**src/rtl/sw_debounce.sv**
```systemverilog
// Per-channel switch debouncer: 2-flop synchronizer, then a two-state FSM with a stability counter per bit.
// The debounced level plus registered rise/fall/changed pulses are produced in the same cycle the level updates.
module sw_debounce #(
    parameter int NUM_SW          = 9,
    parameter int DEBOUNCE_CYCLES = 50000
) (
    input  logic              clk,
    input  logic              rst_n,
    input  logic [NUM_SW-1:0] sw_in,
    output logic [NUM_SW-1:0] sw_db,
    output logic [NUM_SW-1:0] sw_rise,
    output logic [NUM_SW-1:0] sw_fall,
    output logic              sw_changed
);

    localparam int              CW       = $clog2(DEBOUNCE_CYCLES + 1);
    localparam logic [CW-1:0]   CNT_ONE  = CW'(1);
    localparam logic [CW-1:0]   CNT_LAST = CW'(DEBOUNCE_CYCLES - 1);

    typedef enum logic {
        ST_STABLE   = 1'b0,
        ST_COUNTING = 1'b1
    } state_e;

    logic [NUM_SW-1:0] meta_q;
    logic [NUM_SW-1:0] sync_q;

    state_e            state_q [NUM_SW];
    logic [CW-1:0]     cnt_q   [NUM_SW];
    logic [NUM_SW-1:0] db_q;
    logic [NUM_SW-1:0] rise_q;
    logic [NUM_SW-1:0] fall_q;
    logic              changed_q;

    logic [NUM_SW-1:0] accept_d;

    always_ff @(posedge clk or negedge rst_n) begin
        if (!rst_n) begin
            meta_q <= '0;
            sync_q <= '0;
        end else begin
            meta_q <= sw_in;
            sync_q <= meta_q;
        end
    end

    // A bit is accepted on the edge where its counter already sits at the last value and sync still disagrees.
    always_comb begin
        accept_d = '0;
        for (int i = 0; i < NUM_SW; i++) begin
            accept_d[i] = (state_q[i] == ST_COUNTING) &&
                          (sync_q[i] != db_q[i]) &&
                          (cnt_q[i] == CNT_LAST);
        end
    end

    always_ff @(posedge clk or negedge rst_n) begin
        if (!rst_n) begin
            for (int i = 0; i < NUM_SW; i++) begin
                state_q[i] <= ST_STABLE;
                cnt_q[i]   <= '0;
            end
            db_q      <= '0;
            rise_q    <= '0;
            fall_q    <= '0;
            changed_q <= 1'b0;
        end else begin
            for (int i = 0; i < NUM_SW; i++) begin
                case (state_q[i])
                    ST_STABLE: begin
                        if (sync_q[i] != db_q[i]) begin
                            state_q[i] <= ST_COUNTING;
                            cnt_q[i]   <= CNT_ONE;
                        end
                    end
                    ST_COUNTING: begin
                        if ((sync_q[i] == db_q[i]) || (cnt_q[i] == CNT_LAST)) begin
                            state_q[i] <= ST_STABLE;
                            cnt_q[i]   <= '0;
                        end else begin
                            cnt_q[i] <= cnt_q[i] + CNT_ONE;
                        end
                    end
                endcase
            end
            db_q      <= db_q ^ accept_d;
            rise_q    <= accept_d & sync_q;
            fall_q    <= accept_d & ~sync_q;
            changed_q <= |accept_d;
        end
    end

    assign sw_db      = db_q;
    assign sw_rise    = rise_q;
    assign sw_fall    = fall_q;
    assign sw_changed = changed_q;

endmodule

```
**config.mk**
```make
export PLATFORM = sky130hd
export DESIGN_NAME = sw_debounce
export DESIGN_NICKNAME = d
export VERILOG_FILES = /design/src/rtl/sw_debounce.sv
export SDC_FILE = /design/constraint.sdc
export NUM_CORES = 1
export LEC_CHECK = 0
export CORE_MARGIN = 1.5
export CORE_UTILIZATION = 65
export CTS_CLUSTER_SIZE = 25
export DETAILED_ROUTE_END_ITERATION = 6
export PLACE_DENSITY = 0.83
export SETUP_SLACK_MARGIN = 0.4
export SYNTH_ARGS = -nofsm -noshare
export SYNTH_HDL_FRONTEND = slang
export SYNTH_SLANG_ARGS = --single-unit
```
**constraint.sdc**
```tcl
create_clock -name clk -period 3.5 [get_ports clk]
set_input_delay 0.7 -clock clk [delete_from_list [all_inputs] [get_ports clk]]
set_output_delay 0.7 -clock clk [all_outputs]
set_load 0.1 [all_outputs]
```
==> metrics <==
outcome finished, violations left; violated checks design-rule violations; largest cells by area after synthesis dfrtp_1, o21ai_0, nand2_1, nand3_1, a21oi_1; number of nets in the layout 1067; path type of the worst min-delay path in -> async; antenna-violating nets left 0; area grow syn2layout 11.21%; most used flip-flop cell after synthesis dfrtp_1; post-CTS setup buffer count 0; number of hold buffers added after cts 0; startpoint of the worst register-to-register path sw_db[1]$_DFF_PN0_; synthesized instance count 1020; number of register bits inferred by synthesis 199; clock-pin transition on the worst setup and hold timing paths 0.07 ns; time the final worst path needs with I/O delays and setup 2.733 ns; final total negative setup slack 0 ns; Die H 126.0 um; Max stage delay cell, worst path clkdlybuf4s50_1; initial cell density of the core 0.6716; antenna violations before repair 0; largest net degree at the start of global routing 87; remaining max-slew budget at the tightest pin 0.3047; post-route fraction of the period consumed by the critical path 0.7808; post-synthesis area per instance 9.642 um^2; unrepaired setup endpoints after global routing false; CP Data Arrival Time 2.03 ns; gp weighted congestion 0.8544; Multi-input gate area 4602 um^2; Worst Tran Pin Value 1.035 ns; data required time of the critical path 2.80 ns; design area 10940 um^2; Synth warnings 0; detailed router's first-iteration violation count 748; Bufs and invs on worst path 1; post-route non-filler standard cell count 1244; Worst Setup End Kind primary output; Antenna Diode Count 0; vias in the first global route 7513; number of rows in the core area 44; I/O Buffers 38; area leader, netlist dfrtp_1; worst-skew pair later-pin latency 0.44 ns; Clock Tree Buf Depth 2; clock tree from TritonCTS done; Congestion Overflow GR 0; H-tree depth 4; layout cells sized above 1 0.06698; critical path peak fanout 5; CTS resizes 0; core area 14640 um^2; total global routing track utilization 0.2733; routed wire length 20690 um; timing-limited maximum frequency 365.9 MHz; Num CTS Buffers 17; filler cell count 1042; Reg-to-Reg End cnt_q[124]$_DFFE_PN0P_; Pwr Density 423.2 nW/um^2; top cell type's share of synthesized area 0.5064; number of vias after detailed routing 8017; number of pins exceeding their max-slew limit in the final report 0; DRC violations left 4; clock sink count 199; Post-synth EDFFs 0; netlist area before placement 9834 um^2; Final Hold Vio Count 0; detail-routed net length per standard cell 16.63 um; number of unique standard cell types used by synthesis 62; Die X-Extent 126.0 um; root buf cell clkbuf_16; first-pass iteration count of the detailed router 7; count of endpoints failing setup in the final report 0; number of vias per cell 6.445; Detailed Place HPWL 13290 um; element type at the critical path start register; syn_nets 1040; maximum resistive drop on vdd 0.0003908 V; cell-by-cell trace of the critical path clkdlybuf4s50_1; type of the setup path with the least slack reg -> out; register-to-register path setup slack 1.00 ns; placed insts 1212; static leakage 4.611 nW; placed inst area 10340 um^2; wire length of the first global-routing pass 35640 um; Synth async-reset ratio 1.000; share of the yosys chip area belonging to registers 0.5064; # IOs 39; Final Skew 0.01382 ns; max_cap viols 0; die area 15880 um^2; stage delay of the slowest cell on the critical path 1.17 ns; storage element area 4980 um^2; R2R cell count 5; gate family responsible for the most delay along the worst path buffers and inverters
## per-layer routing
layer | global-route usage | wire (um)
met4 | 0.06897 | 236
met1 | 0.3823 | 9577
met5 | 0 | 0
met3 | 0.05268 | 737
met2 | 0.4457 | 10140
## layout make-up
cell class / count / area share
Inverter: 24 / 0.008237
Tap cell: 184 / 0.02105
Clock inverter: 14 / 0.01499
Clock buffer: 18 / 0.03924
Timing Repair Buffer: 45 / 0.04038
Multi-Input combinational cell: 760 / 0.4208
Sequential cell: 199 / 0.4553
## placed cells by master, fill, tap and decap left out, drive strengths merged, types with 10 or more instances in the layout
cell           count
a21o              19
a21oi             45
a22o              25
a31oi             28
and2              17
and3              22
and4              13
buf               10
clkbuf            19
clkdlybuf4s50     34
dfrtp            199
inv               29
mux2i             11
nand2            107
nand3             65
nand4             24
nor2              50
nor3              44
nor3b             19
o21a              14
o21ai            122
or2               10
or3               14
xor2              13
## cells by family (layout without fill, tap and decap cells)
kind of cell	after synthesis	after routing	share of synthesized area
adders and majority gates	9	9	0.01145
DFF	199	199	0.5064
xor gates and xnor gates	16	16	0.01425
AOI/OAI and AO/OA	290	290	0.1813
muxes	20	20	0.02150
buffers and inverters	61	101	0.02570
and+or+nand+nor	425	425	0.2394
## sequential cells by signal, indices dropped and copies added, names as in the netlist
register / flops
state_q: 9
sw_changed: 1
cnt_q: 144
meta_q: 9
sw_rise: 9
sw_db: 9
sw_fall: 9
sync_q: 9
## worst max-delay path by stage
| stage | endpoint | depth (start not counted) | startpoint | slack [ns] |
|---|---|---|---|---|
| CTS | sw_db[7] | 1 | sw_db[7]$_DFF_PN0_ | 0.74 |
| detailed placement | cnt_q[124]$_DFFE_PN0P_ | 5 | sw_db[1]$_DFF_PN0_ | 1.04 |
| global placement | cnt_q[124]$_DFFE_PN0P_ | 5 | sw_db[1]$_DFF_PN0_ | 1.15 |
| finish | sw_db[6] | 1 | sw_db[6]$_DFF_PN0_ | 0.77 |
| floorplan | cnt_q[19]$_DFFE_PN0P_ | 6 | sw_db[7]$_DFF_PN0_ | 1.06 |
| global route | sw_db[6] | 1 | sw_db[6]$_DFF_PN0_ | 0.71 |
## report_power, final
group | internal, mW | switching (mW) | total [mW]
Combinational | 0.0987 | 0.178 | 0.277
Clock | 1.02 | 0.934 | 1.95
Sequential | 2.35 | 0.0536 | 2.40
## metrics by stage
step	util	total power [mW]	hold slack [ns]	setup slack (ns)
2_1_floorplan	-	2.610	0.3312	1.063
3_3_place_gp	0.7063	2.708	0.3329	1.154
3_5_place_dp	0.7063	2.720	0.3347	1.043
4_1_cts	0.7468	4.657	0.2263	0.7430
5_1_grt	0.7468	4.804	0.2428	0.7127
6_report	0.7468	4.628	0.2077	0.7673
## cell usage after synthesis, drive strengths merged, types with 6 or more instances
cell	count
a211oi	9
a21o	19
a21oi	45
a22o	25
a311oi	6
a31oi	28
and2	17
and3	22
and4	13
buf	12
clkbuf	25
dfrtp	199
ha	9
inv	24
mux2	9
mux2i	11
nand2	107
nand3	65
nand4	24
nor2	50
nor3	44
nor3b	19
nor4	9
nor4bb	8
o21a	14
o21ai	122
or2	10
or3	14
xor2	13
No activity file was read; power rests on OpenSTA's default activity.
